**config.mk**
```make
export PLATFORM = sky130hd
export DESIGN_NAME = csr_unit
export DESIGN_NICKNAME = d
export VERILOG_FILES = /design/src/rtl/csr_unit.sv
export SDC_FILE = /design/constraint.sdc
export NUM_CORES = 1
export LEC_CHECK = 0
export ABC_AREA = 1
export BUFFER_PORTS_ARGS = -buffer_cell sky130_fd_sc_hd__clkbuf_2
export CAP_MARGIN = 20
export CORE_MARGIN = 4
export CORE_UTILIZATION = 30
export CTS_BUF_LIST = sky130_fd_sc_hd__clkbuf_16
export DETAILED_ROUTE_END_ITERATION = 8
export SLEW_MARGIN = 25
export SYNTH_ARGS = -nofsm -noshare
export SYNTH_HDL_FRONTEND = slang
export SYNTH_SLANG_ARGS = --single-unit
```
**constraint.sdc**
```tcl
create_clock -name clk -period 15.4 [get_ports clk]
set_input_delay 2.31 -clock clk [delete_from_list [all_inputs] [get_ports clk]]
set_output_delay 2.31 -clock clk [all_outputs]
set_load 0.1 [all_outputs]
```
**src/rtl/csr_unit.sv**
```systemverilog
// csr_unit: machine-mode CSR file and trap controller for the single-cycle
// RV32/RV64 core.
//
// Ports:
//   clk, rst        clock; asynchronous active-high reset
//   valid           an instruction is executing this cycle
//   pc              PC of the executing instruction
//   csr_op          000 none, 001 RW, 010 RS, 011 RC, 100 ECALL, 101 MRET,
//                   110 EBREAK, 111 reserved (treated as none)
//   csr_addr        CSR address
//   csr_wd          CSR operand (rs1 or zero-extended immediate)
//   instret         instruction retires this cycle
//   irq_timer       machine timer interrupt, level
//   csr_rd          old CSR value (0 on illegal access), combinational
//   trap_taken      trap entered this cycle
//   pc_redirect     trap or MRET this cycle
//   pc_out          redirect target (mtvec base or mepc)
module csr_unit #(
  parameter int unsigned     XLEN        = 32,
  parameter int unsigned     CNT_W       = 64,
  parameter logic [XLEN-1:0] MTVEC_RESET = '0
) (
  input  logic            clk,
  input  logic            rst,
  input  logic            valid,
  input  logic [XLEN-1:0] pc,
  input  logic [2:0]      csr_op,
  input  logic [11:0]     csr_addr,
  input  logic [XLEN-1:0] csr_wd,
  input  logic            instret,
  input  logic            irq_timer,
  output logic [XLEN-1:0] csr_rd,
  output logic            trap_taken,
  output logic            pc_redirect,
  output logic [XLEN-1:0] pc_out
);

  typedef enum logic [2:0] {
    OP_NONE   = 3'b000,
    OP_RW     = 3'b001,
    OP_RS     = 3'b010,
    OP_RC     = 3'b011,
    OP_ECALL  = 3'b100,
    OP_MRET   = 3'b101,
    OP_EBREAK = 3'b110,
    OP_RSVD   = 3'b111
  } csr_op_e;

  localparam logic [11:0] A_MSTATUS   = 12'h300;
  localparam logic [11:0] A_MIE       = 12'h304;
  localparam logic [11:0] A_MTVEC     = 12'h305;
  localparam logic [11:0] A_MSCRATCH  = 12'h340;
  localparam logic [11:0] A_MEPC      = 12'h341;
  localparam logic [11:0] A_MCAUSE    = 12'h342;
  localparam logic [11:0] A_MIP       = 12'h344;
  localparam logic [11:0] A_MCYCLE    = 12'hB00;
  localparam logic [11:0] A_MINSTRET  = 12'hB02;
  localparam logic [11:0] A_MCYCLEH   = 12'hB80;
  localparam logic [11:0] A_MINSTRETH = 12'hB82;
  localparam logic [11:0] A_MHARTID   = 12'hF14;

  // Counters are viewed through a 2*XLEN window so the low/high halves are
  // plain slices regardless of CNT_W.
  localparam int unsigned     PW         = 2 * XLEN;
  localparam bit              HAS_H      = (XLEN == 32);
  localparam logic [XLEN-1:0] ALIGN_MASK = {{(XLEN-2){1'b1}}, 2'b00};

  csr_op_e op;
  assign op = csr_op_e'(csr_op);

  logic             mst_mie_q, mst_mie_d;
  logic             mst_mpie_q, mst_mpie_d;
  logic             mtie_q, mtie_d;
  logic [XLEN-1:0]  mtvec_q, mtvec_d;
  logic [XLEN-1:0]  mscratch_q, mscratch_d;
  logic [XLEN-1:0]  mepc_q, mepc_d;
  logic [XLEN-1:0]  mcause_q, mcause_d;
  logic [CNT_W-1:0] mcycle_q, mcycle_d;
  logic [CNT_W-1:0] minstret_q, minstret_d;

  logic [XLEN-1:0] mtvec_rd, mepc_rd;
  logic [PW-1:0]   cyc_w, ins_w, cyc_nw, ins_nw;
  logic [XLEN-1:0] rdata, wval, cause;
  logic            addr_ok, addr_ro, is_csr, illegal, irq_pend;
  logic            trap, do_mret, do_wr;

  // Alignment bits of mtvec/mepc are stored but always read back as zero.
  assign mtvec_rd = mtvec_q & ALIGN_MASK;
  assign mepc_rd  = mepc_q & ALIGN_MASK;
  assign cyc_w    = PW'(mcycle_q);
  assign ins_w    = PW'(minstret_q);

  always_comb begin
    rdata   = '0;
    addr_ok = 1'b1;
    addr_ro = 1'b0;
    case (csr_addr)
      A_MSTATUS: begin
        rdata[12:11] = 2'b11;
        rdata[7]     = mst_mpie_q;
        rdata[3]     = mst_mie_q;
      end
      A_MIE:      rdata[7] = mtie_q;
      A_MTVEC:    rdata = mtvec_rd;
      A_MSCRATCH: rdata = mscratch_q;
      A_MEPC:     rdata = mepc_rd;
      A_MCAUSE:   rdata = mcause_q;
      A_MIP: begin
        rdata[7] = irq_timer;
        addr_ro  = 1'b1;
      end
      A_MCYCLE:   rdata = cyc_w[XLEN-1:0];
      A_MINSTRET: rdata = ins_w[XLEN-1:0];
      A_MCYCLEH: begin
        if (HAS_H) rdata = cyc_w[PW-1:XLEN];
        else       addr_ok = 1'b0;
      end
      A_MINSTRETH: begin
        if (HAS_H) rdata = ins_w[PW-1:XLEN];
        else       addr_ok = 1'b0;
      end
      A_MHARTID:  addr_ro = 1'b1;
      default:    addr_ok = 1'b0;
    endcase
  end

  assign is_csr   = (op == OP_RW) || (op == OP_RS) || (op == OP_RC);
  assign illegal  = is_csr && (!addr_ok || addr_ro);
  assign irq_pend = irq_timer && mtie_q && mst_mie_q;
  assign csr_rd   = illegal ? '0 : rdata;

  always_comb begin
    case (op)
      OP_RW:   wval = csr_wd;
      OP_RS:   wval = rdata | csr_wd;
      OP_RC:   wval = rdata & ~csr_wd;
      default: wval = rdata;
    endcase
  end

  // Priority: interrupt > illegal > ECALL/EBREAK > MRET > CSR write.
  always_comb begin
    trap    = 1'b0;
    do_mret = 1'b0;
    do_wr   = 1'b0;
    cause   = '0;
    if (valid && !rst) begin
      if (irq_pend) begin
        trap            = 1'b1;
        cause[XLEN-1]   = 1'b1;
        cause[3:0]      = 4'd7;
      end else if (illegal) begin
        trap       = 1'b1;
        cause[3:0] = 4'd2;
      end else if (op == OP_ECALL) begin
        trap       = 1'b1;
        cause[3:0] = 4'd11;
      end else if (op == OP_EBREAK) begin
        trap       = 1'b1;
        cause[3:0] = 4'd3;
      end else if (op == OP_MRET) begin
        do_mret = 1'b1;
      end else if (is_csr) begin
        do_wr = 1'b1;
      end
    end
  end

  assign trap_taken  = trap;
  assign pc_redirect = trap || do_mret;
  assign pc_out      = do_mret ? mepc_rd : mtvec_rd;

  always_comb begin
    mst_mie_d  = mst_mie_q;
    mst_mpie_d = mst_mpie_q;
    mtie_d     = mtie_q;
    mtvec_d    = mtvec_q;
    mscratch_d = mscratch_q;
    mepc_d     = mepc_q;
    mcause_d   = mcause_q;
    cyc_nw     = cyc_w;
    ins_nw     = ins_w;
    mcycle_d   = mcycle_q + CNT_W'(1);
    minstret_d = (instret && !trap) ? minstret_q + CNT_W'(1) : minstret_q;

    if (trap) begin
      mepc_d     = pc;
      mcause_d   = cause;
      mst_mpie_d = mst_mie_q;
      mst_mie_d  = 1'b0;
    end else if (do_mret) begin
      mst_mie_d  = mst_mpie_q;
      mst_mpie_d = 1'b1;
    end else if (do_wr) begin
      // A counter write replaces one half and suppresses that cycle's increment.
      case (csr_addr)
        A_MSTATUS: begin
          mst_mie_d  = wval[3];
          mst_mpie_d = wval[7];
        end
        A_MIE:      mtie_d = wval[7];
        A_MTVEC:    mtvec_d = wval;
        A_MSCRATCH: mscratch_d = wval;
        A_MEPC:     mepc_d = wval;
        A_MCAUSE:   mcause_d = wval;
        A_MCYCLE: begin
          cyc_nw   = {cyc_w[PW-1:XLEN], wval};
          mcycle_d = cyc_nw[CNT_W-1:0];
        end
        A_MCYCLEH: begin
          cyc_nw   = {wval, cyc_w[XLEN-1:0]};
          mcycle_d = cyc_nw[CNT_W-1:0];
        end
        A_MINSTRET: begin
          ins_nw     = {ins_w[PW-1:XLEN], wval};
          minstret_d = ins_nw[CNT_W-1:0];
        end
        A_MINSTRETH: begin
          ins_nw     = {wval, ins_w[XLEN-1:0]};
          minstret_d = ins_nw[CNT_W-1:0];
        end
        default: ;
      endcase
    end
  end

  always_ff @(posedge clk or posedge rst) begin
    if (rst) begin
      mst_mie_q  <= 1'b0;
      mst_mpie_q <= 1'b0;
      mtie_q     <= 1'b0;
      mtvec_q    <= MTVEC_RESET;
      mscratch_q <= '0;
      mepc_q     <= '0;
      mcause_q   <= '0;
      mcycle_q   <= '0;
      minstret_q <= '0;
    end else begin
      mst_mie_q  <= mst_mie_d;
      mst_mpie_q <= mst_mpie_d;
      mtie_q     <= mtie_d;
      mtvec_q    <= mtvec_d;
      mscratch_q <= mscratch_d;
      mepc_q     <= mepc_d;
      mcause_q   <= mcause_d;
      mcycle_q   <= mcycle_d;
      minstret_q <= minstret_d;
    end
  end

endmodule
```
# [Word-level counts from Yosys, hierarchy flattened]
# Cells that the tools add are included.
[totals] register_bits=259 output_inout_bits=66
[classes] add_sub_neg=2 n_eq_ne=23 n_mux=62 bitwise_logic=5 reduce_logical=25
[ops] operator="$mux W64" count=7
[ops] operator="$mux W32" count=10
[ops] operator="$pmux W64 S2" count=2
[ops] operator="$pmux W19 S8" count=1
[ops] operator="$add A64 B1 Y64 const B" count=2
[ops] operator="$pmux W32 S3" count=1
[ops] operator="$eq A12 B10 Y1 const B" count=7
[ops] operator="$pmux W3 S8" count=3
[ops] operator="$eq A12 B12 Y1 const B" count=5
[ops] operator="$and A32 B32 Y32" count=1
[ops] operator="$not A32 Y32" count=1
[ops] operator="$or A32 B32 Y32" count=1
[ops] operator="$mux W1" count=30
[ops] operator="$pmux W2 S9" count=1
[ops] operator="$mux W4" count=4
[ops] operator="$ne A4 B4 Y1 const B" count=4
[ops] operator="$reduce_and A4 Y1" count=3
[ops] operator="$reduce_or A12 Y1" count=1
[ops] operator="$pmux W1 S11" count=1
[ops] operator="$eq A3 B3 Y1 const B" count=3
[ops] operator="$pmux W1 S9" count=1
[ops] operator="$eq A3 B2 Y1 const B" count=2
[ops] operator="$reduce_and A3 Y1" count=2
[ops] operator="$reduce_bool A2 Y1" count=3
[ops] operator="other kinds (10)" count=21

# [Depth between registers and ports, before layout]
# Gate-level depths: netlist (run 1).
[logic_depth] word_depth=16 ltp_mapped=17 depth_no_buf=16

# [Worst setup path after synthesis (run 1)]
# OpenSTA, ideal clock, no wires.
[synth_path] path_type="input -> output" start="in rst" end="out pc_out[12]" arrival_time_ns=10.967 t_required_ns=13.090 path_slack_ns=2.123 path_stages=6 path_cell_list="inv_1 -> nand2_1 -> inv_1 -> nand4_1 -> clkbuf_1 -> o21ai_0"
[synth_via] elab_chain_len=4
[synth_lines] element="start, declared" line_no="24" text="input logic rst,"
[synth_lines] element="$logic_not A1 Y1 (no source line)"
[synth_lines] element="$logic_and A1 B1 Y1" line_no="147" text="if (valid && !rst) begin"
[synth_lines] element="$mux W1" line_no="147"
[synth_lines] element="$mux W32" line_no="171" text="assign pc_out = do_mret ? mepc_rd : mtvec_rd;"
[synth_lines] element="end, declared" line_no="35" text="output logic [XLEN-1:0] pc_out"
# Every way passes these cells.

# [Worst setup path after layout (run 1)]
[layout_path] start="in csr_addr[9]" end="out trap_taken"
[layout_via] elab_chain_len=9 elab_cells_between_ends=22 classes_between="eq/ne: 12; mux: 5; reduce/logical: 5"
[layout_lines] element="start, declared" line_no="28" text="input logic [11:0] csr_addr,"
[layout_lines] element="$eq A12 B12 Y1 / $eq A12 B10 Y1 (equally long branches)" line_no="97" text="case (csr_addr)"
[layout_lines] element="$reduce_or A12 Y1 (no source line)"
[layout_lines] element="$mux W1"
[layout_lines] element="$logic_not A1 Y1" line_no="128" text="assign illegal = is_csr && (!addr_ok || addr_ro);"
[layout_lines] element="$logic_or A1 B1 Y1 (*)" line_no="128"
[layout_lines] element="$logic_and A1 B1 Y1 (*)" line_no="128"
[layout_lines] element="$mux W1 (*)" line_no="152" text="end else if (illegal) begin"
[layout_lines] element="$mux W1 (*)" line_no="148" text="if (irq_pend) begin"
[layout_lines] element="$mux W1 (*)" line_no="147"
[layout_lines] element="end, declared" line_no="33" text="output logic trap_taken,"
# Every way passes the cells marked *; elsewhere a longest branch is shown, timed or not.

==> flow_metrics.py, run 1 <==
metrics = {
    "drt": {
        "dr.pass1.iters": 8,
        "routedWlPerCell_um": 26.1,
        "final_antenna_net_count": 0,
        "vias_per_cell": 5.64,
        "drtIter0Drc": 2756,
        "wl_um": 98300,
        "drc_errors": 0,
        "vias": 21300,
    },
    "final_layout": {
        "area_growth_pct": 12.7,
        "fin_area_mm2": 0.0209,
        "multi_input_area_mm2": 0.0104,
        "final-seq-area_mm2": 0.00638,
        "layout-drive-gt1-share_pct": 9.92,
        "stdcell_count": 3768,
        "nets": 3046,
        "post-route-util_pct": 34.4,
        "fillers": 6739,
    },
    "pwr": {
        "peakVddDrop_mv": 0.0733,
        "powerDensity_mw_per_mm2": 92.1,
        "p_leak_uw": 0.00931,
    },
    "floorplan": {
        "dieHeight_um": 256,
        "rows": 90,
        "dieArea_mm2": 0.0658,
        "fp.dieW_um": 256,
        "io_pins": 150,
        "core_area_mm2": 0.0607,
        "start_util_pct": 30.5,
    },
    "logic_synthesis": {
        "synth-edff-count": 0,
        "synth-xor-area-share_pct": 3.78,
        "ys_seq_area_share_pct": 34.5,
        "synth_flop_cell": "dfrtp_1",
        "synth_mux_area_share_pct": 0.0540,
        "ys_ff_latch": 255,
        "yosys.area_share.simple_pct": 35.7,
        "ys_warn_count": 0,
        "synth_compound_area_share_pct": 16.6,
        "synth-adder-area-share_pct": 0.135,
        "synth_cells": 2879,
        "synthDistinctLibCells": 51,
        "synth_top_family_by_area": "simple AND/OR/NAND/NOR gates",
        "async_reset_ff_share_pct": 100,
        "post_synth.cell_area_avg_um2": 6.43,
        "syn_area_mm2": 0.0185,
    },
    "place": {
        "placed_cell_area_mm2": 0.0198,
        "dp_cells": 3706,
        "gp_congestion": 1.06,
        "place.port_buffers": 145,
        "dp.final_hpwl_um": 74300,
    },
    "timing": {
        "rsz0062_at_grt": "no",
        "finalCritPeriodShare_pct": 50.0,
        "hold_viol_final": 0,
        "worst_pin_slew_ns": 1.03,
        "maxSlewHeadroom_pct": 31.3,
        "period_needed_ns": 7.70,
        "clock_skew_ns": 0.0387,
        "fin_tns_setup_ns": 0,
        "final_max_slew_viol_count": 0,
        "fmax_ghz": 0.130,
        "setup_violations": 0,
    },
    "grt": {
        "grt_pass1_vias": 19300,
        "grt_max_degree": 82,
        "overflow": 0,
        "grt_pass1_wl_um": 140000,
        "grt_usage_pct": 28.8,
        "antenna_found_initial": 5,
    },
    "setup_path": {
        "crit_fanout": 36,
        "crit_cells": 12,
        "worstSetupPathType": "input pin to primary output",
        "worst-path-buf-inv": 4,
        "slowest_stage": "clkbuf_2",
        "cpPeakStageDelay_ns": 0.55,
        "reg2regPathDepth": 12,
        "start_kind": "input pin",
        "cp.required_ns": 13.09,
        "cp_common_cell": "nand2_2",
        "crit_family": "simple AND/OR/NAND/NOR gates",
        "worst-endpoint-arrival_ns": 5.39,
        "crit_chain": "clkbuf_2, nand2_2, inv_2, nand2_2, nor2_4, nand2_2, nand2_1, nor2_4, nand4_4, nand2_4, buf_4, clkbuf_2",
        "end_kind": "primary output",
    },
    "run": {
        "cap_violations": 0,
    },
    "cts": {
        "cts_buffers": 34,
        "clock-sinks": 255,
        "hold_buffers": 0,
        "cts_root_buf": "clkbuf_16",
        "cts_buffer_depth": 3,
        "clock_latency_ns": 0.59,
        "cts.htree.levels": 2,
        "cts_tree": "yes",
        "postCtsSetupRepairBufs": 0,
        "clk_pin_slew_ns": 0.06,
        "postCtsResizedCells": 0,
    },
    "run_status": {
        "status": "completed",
    },
    "worst_hold_path": {
        "hold_path.class": "register to register",
        "hold_depth": 2,
    },
}
## through the flow
step	setup WS [ns]	total power, µW	hold WS [ns]
2_1_floorplan	2.12	999	0.449
4_1_cts	7.43	1910	0.485
3_3_place_gp	7.49	1140	0.465
6_report	7.70	1920	0.484
5_1_grt	7.61	1980	0.501
3_5_place_dp	7.46	1150	0.473
## state kept, by name, indices dropped and copies added (netlist names)
register,flops
mtvec_q,30
ins_w,64
cyc_w,64
mcause_q,32
mtie_q,1
mst_mie_q,1
mst_mpie_q,1
mepc_q,30
mscratch_q,32
## final cells by class
class | count | area share, %
clock buffer | 34 | 4.08
tap | 782 | 4.69
inverter | 297 | 5.38
antenna | 2 | 0.0240
timing repair buffer | 169 | 4.34
sequential | 255 | 30.6
clock inverter | 26 | 0.905
multi-input combinational | 2203 | 50.0
## placed cells by master (no fill, tap or decap), types with 27 or more instances in the layout
| cell | synthesis | layout |
|---|---|---|
| nand2_1 | 872 | 870 |
| nor2_1 | 333 | 331 |
| inv_1 | 275 | 278 |
| o21ai_0 | 273 | 273 |
| dfrtp_1 | 255 | 255 |
| nand3_1 | 148 | 148 |
| clkbuf_2 | 0 | 145 |
| a21oi_1 | 107 | 107 |
| xor2_1 | 76 | 76 |
| nor3_1 | 71 | 71 |
| nand4_1 | 59 | 59 |
| o21ai_1 | 50 | 50 |
| o22ai_1 | 50 | 50 |
| clkbuf_16 | 0 | 34 |
| a31oi_1 | 27 | 27 |
## cell usage after synthesis, types with 2 or more instances
| master | count | area [µm²] |
|---|---|---|
| nand3b_1 | 6 | 45.0 |
| xnor2_1 | 4 | 35.0 |
| or2_2 | 2 | 12.5 |
| buf_4 | 13 | 97.6 |
| a31oi_1 | 27 | 169 |
| nand2_1 | 872 | 3270 |
| nor2_1 | 333 | 1250 |
| a22oi_1 | 10 | 75.1 |
| inv_1 | 275 | 1030 |
| buf_2 | 43 | 215 |
| o221ai_1 | 10 | 87.6 |
| nand4_1 | 59 | 369 |
| nor2_2 | 10 | 62.6 |
| nand2_4 | 4 | 45.0 |
| o31ai_1 | 2 | 15.0 |
| o21ai_2 | 2 | 17.5 |
| o22ai_1 | 50 | 313 |
| ha_1 | 2 | 25.0 |
| dfrtp_1 | 255 | 6380 |
| and3_1 | 2 | 12.5 |
| buf_6 | 5 | 56.3 |
| clkbuf_1 | 55 | 206 |
| buf_1 | 9 | 33.8 |
| nor4_1 | 12 | 75.1 |
| inv_2 | 21 | 78.8 |
| nand3_2 | 2 | 20.0 |
| nand3_1 | 148 | 741 |
| nor2_4 | 11 | 124 |
| a21oi_1 | 107 | 536 |
| nor3_1 | 71 | 355 |
| o211ai_1 | 24 | 180 |
| o21ai_1 | 50 | 250 |
| nor3b_1 | 2 | 15.0 |
| nand3_4 | 2 | 35.0 |
| o21ai_0 | 273 | 1370 |
| xor2_1 | 76 | 666 |
| and2_1 | 2 | 12.5 |
| a21o_1 | 2 | 15.0 |
| nand2_2 | 14 | 87.6 |
## metal layers
layer	vias to the layer above	share of wire (%)	GRT usage, %
li1	9560	-	-
met1	10200	41	40.0
met2	1286	41	41.7
met3	213	12	7.71
met4	6	5.1	13.0
met5	-	0.041	0
## worst register-to-register path: stages (launching register included)
cell and delay, ns:
dfrtp_1 0.37, nand3_1 0.17, nand2_1 0.13, nor2_2 0.07, nand2_8 0.28, nor2_4 0.05
buf_4 0.31, inv_2 0.15, buf_4 0.43, nand2_2 0.52, inv_2 0.74, o21ai_0 0.22
o21ai_1 0.16
## worst paths after layout
| kind | startpoint | end | slack (ns) |
|---|---|---|---|
| min in group asynchronous | rst | mtvec_q[12]$_DFFE_PP0P_ | 1.84 |
| min reg2reg | mscratch_q[29]$_DFFE_PP0P_ | mscratch_q[29]$_DFFE_PP0P_ | 0.48 |
| min | mscratch_q[29]$_DFFE_PP0P_ | mscratch_q[29]$_DFFE_PP0P_ | 0.48 |
| max | csr_addr[9] | trap_taken | 7.70 |
| max in group asynchronous | rst | mepc_q[20]$_DFFE_PP0P_ | 11.55 |
| max reg2reg | mst_mie_q$_DFFE_PP0P_ | ins_w[11]$_DFFE_PP0P_ | 11.74 |
## power by group
| part | leakage [µW] | total, µW | internal, µW | switching (µW) |
|---|---|---|---|---|
| sequential | 0.00325 | 810 | 730 | 80.2 |
| combinational | 0.00554 | 340 | 85.4 | 254 |
| clock | 0.000529 | 773 | 423 | 350 |
## cells by family after synthesis
logic type / after synthesis
mux: 1
fa+ha+maj: 2
flops: 255
compound gates: 561
buf+inv: 422
simple gates: 1557
other cells: 1
xor+xnor: 80
No activity file was read; power rests on OpenSTA's default activity.
==> run 2, diff against run 1 <==
==> constraint.sdc (replaced) <==
create_clock -name clk -period 7.72 [get_ports clk]
set_input_delay 1.158 -clock clk [delete_from_list [all_inputs] [get_ports clk]]
set_output_delay 1.158 -clock clk [all_outputs]
set_load 0.1 [all_outputs]
==> flow_metrics.py, run 2 (synthesized netlist as in run 1, its figures left out) <==
metrics = {
    "run_status": {
        "status": "completed",
    },
    "setup_path": {
        "r2r_slack_ns": 4.39,
        "start_kind": "input pin",
        "crit_fanout": 33,
        "end_kind": "primary output",
        "worstSetupPathType": "input pin to primary output",
        "cp.required_ns": 6.56,
        "cpPeakStageDelay_ns": 0.78,
        "cp_common_cell": "clkbuf_2",
        "crit_chain": "clkbuf_2, clkinvlp_4, nand2_1, inv_1, nand4_1, buf_4, clkinv_2, o21ai_4, clkbuf_2",
        "worst-endpoint-arrival_ns": 4.61,
        "worst-path-buf-inv": 6,
        "slowest_stage": "clkinv_2",
        "crit_family": "buffers and inverters",
    },
    "grt": {
        "overflow": 0,
        "grt_pass1_wl_um": 132000,
        "grt_pass1_vias": 19400,
        "grt_usage_pct": 26.6,
        "grt_max_degree": 158,
        "antenna_found_initial": 2,
    },
    "timing": {
        "finalCritPeriodShare_pct": 74.7,
        "fmax_ghz": 0.173,
        "rsz0062_at_grt": "no",
        "setup_violations": 0,
        "maxSlewHeadroom_pct": 30.5,
        "final_max_slew_viol_count": 0,
        "period_needed_ns": 5.76,
        "fin_ws_ns": 1.96,
        "hold_viol_final": 0,
        "worst_pin_slew_ns": 1.04,
        "hold_slack_ns": 0.483,
        "clock_skew_ns": 0.0207,
    },
    "drt": {
        "final_antenna_net_count": 0,
        "vias": 21000,
        "vias_per_cell": 5.58,
        "wl_um": 91000,
        "routedWlPerCell_um": 24.2,
        "top_layer": "met5",
        "drt-met1-wl_um": 36600,
        "drc_errors": 0,
        "wl_met3_um": 9060,
        "dr_wl_met2_um": 41100,
        "drtIter0Drc": 2784,
        "dr.pass1.iters": 7,
    },
    "pwr": {
        "powerDensity_mw_per_mm2": 184,
        "peakVddDrop_mv": 0.127,
        "p_leak_uw": 0.00939,
        "p_sw_uw": 1320,
        "p_sw_share_pct": 34.0,
        "p_comb_share_pct": 17.1,
        "p_int_uw": 2550,
        "sequentialPowerShare_pct": 41.4,
        "p_clk_share_pct": 41.6,
    },
    "floorplan": {
        "start_util_pct": 30.5,
        "dieHeight_um": 256,
        "dieArea_mm2": 0.0658,
        "fp.dieW_um": 256,
        "core_area_mm2": 0.0607,
        "rows": 90,
        "io_pins": 150,
    },
    "place": {
        "detailedPlace.worstSlack_ns": 2.26,
        "placed_cell_area_mm2": 0.0200,
        "gp_congestion": 1.00,
        "place.port_buffers": 145,
        "dp.final_hpwl_um": 67900,
    },
    "run": {
        "cap_violations": 0,
    },
    "cts": {
        "postCtsResizedCells": 0,
        "clock-sinks": 255,
        "clock_latency_ns": 0.56,
        "clk_pin_slew_ns": 0.06,
        "postCtsSetupRepairBufs": 0,
        "cts_buffer_depth": 3,
        "cts_tree": "yes",
        "hold_buffers": 0,
        "cts.htree.levels": 2,
        "cts_buffers": 34,
        "cts_root_buf": "clkbuf_16",
    },
    "final_layout": {
        "post-route-util_pct": 34.7,
        "fin_area_mm2": 0.0211,
        "layout-drive-gt1-share_pct": 10.4,
        "final-seq-area_mm2": 0.00638,
        "fillers": 6607,
        "multi_input_area_mm2": 0.0106,
        "area_growth_pct": 13.9,
        "final_common_cell": "nand2_1",
        "layout_common_cells": "nand2_1, nor2_1, inv_1",
        "nets": 3047,
        "diodes": 0,
    },
    "worst_hold_path": {
        "hold_path.class": "register to register",
    },
}
[run 2: path summary, 6_finish.rpt]
path                                       startpoint                         end  cells past startpoint
setup / recovery                                  rst                  pc_out[19]                      9
hold / removal             mscratch_q[17]$_DFFE_PP0P_  mscratch_q[17]$_DFFE_PP0P_                      2
setup reg to reg                mst_mie_q$_DFFE_PP0P_    mcause_q[21]$_DFFE_PP0P_                     10
hold reg to reg            mscratch_q[17]$_DFFE_PP0P_  mscratch_q[17]$_DFFE_PP0P_                      2
max in group asynchronous                         rst     mtvec_q[25]$_DFFE_PP0P_                      3
min in group asynchronous                         rst       ins_w[10]$_DFFE_PP0P_                      2
[run 2: stage by stage]
step                      setup TNS [ns]  power (µW)  instances
after floorplan                    -4.65        2000       2880
after global placement                 0        2260       3707
after detailed placement               0        2260       3707
after CTS                              0        3860       3767
after global routing                   0        4000       3767
final                                  0        3870       3767
[run 2: worst register-to-register path: stages (launching register included)]
cell and delay, ns:
dfrtp_1 0.40, nand3_1 0.15, nand2_1 0.09, nor2_2 0.22, nand2_8 0.25, inv_2 0.68, nand2_4 0.41, nand2_4 0.35
inv_2 0.35, nand2_1 0.18, o21ai_0 0.10
[run 2: power groups by stage]
stage	sequential, µW	clock [µW]	combinational (µW)
after global placement	1620	0	637
final	1600	1610	660
after global routing	1610	1670	718
after detailed placement	1620	0	643
after CTS	1600	1610	645
after floorplan	1560	0	433
[run 2: per-layer routing]
layer  GRT usage (%)  vias up
met5               0        -
met4            10.5        2
met3            4.75      203
met2            42.7     1177
met1            35.7    10100
li1                -     9567
[run 2: cell type report]
class / instances / area share, %
sequential: 255 / 30.3
clock buffer: 35 / 4.15
inverter: 297 / 5.32
clock inverter: 25 / 1.03
multi-input combinational: 2203 / 50.2
tap: 782 / 4.64
timing repair buffer: 170 / 4.41
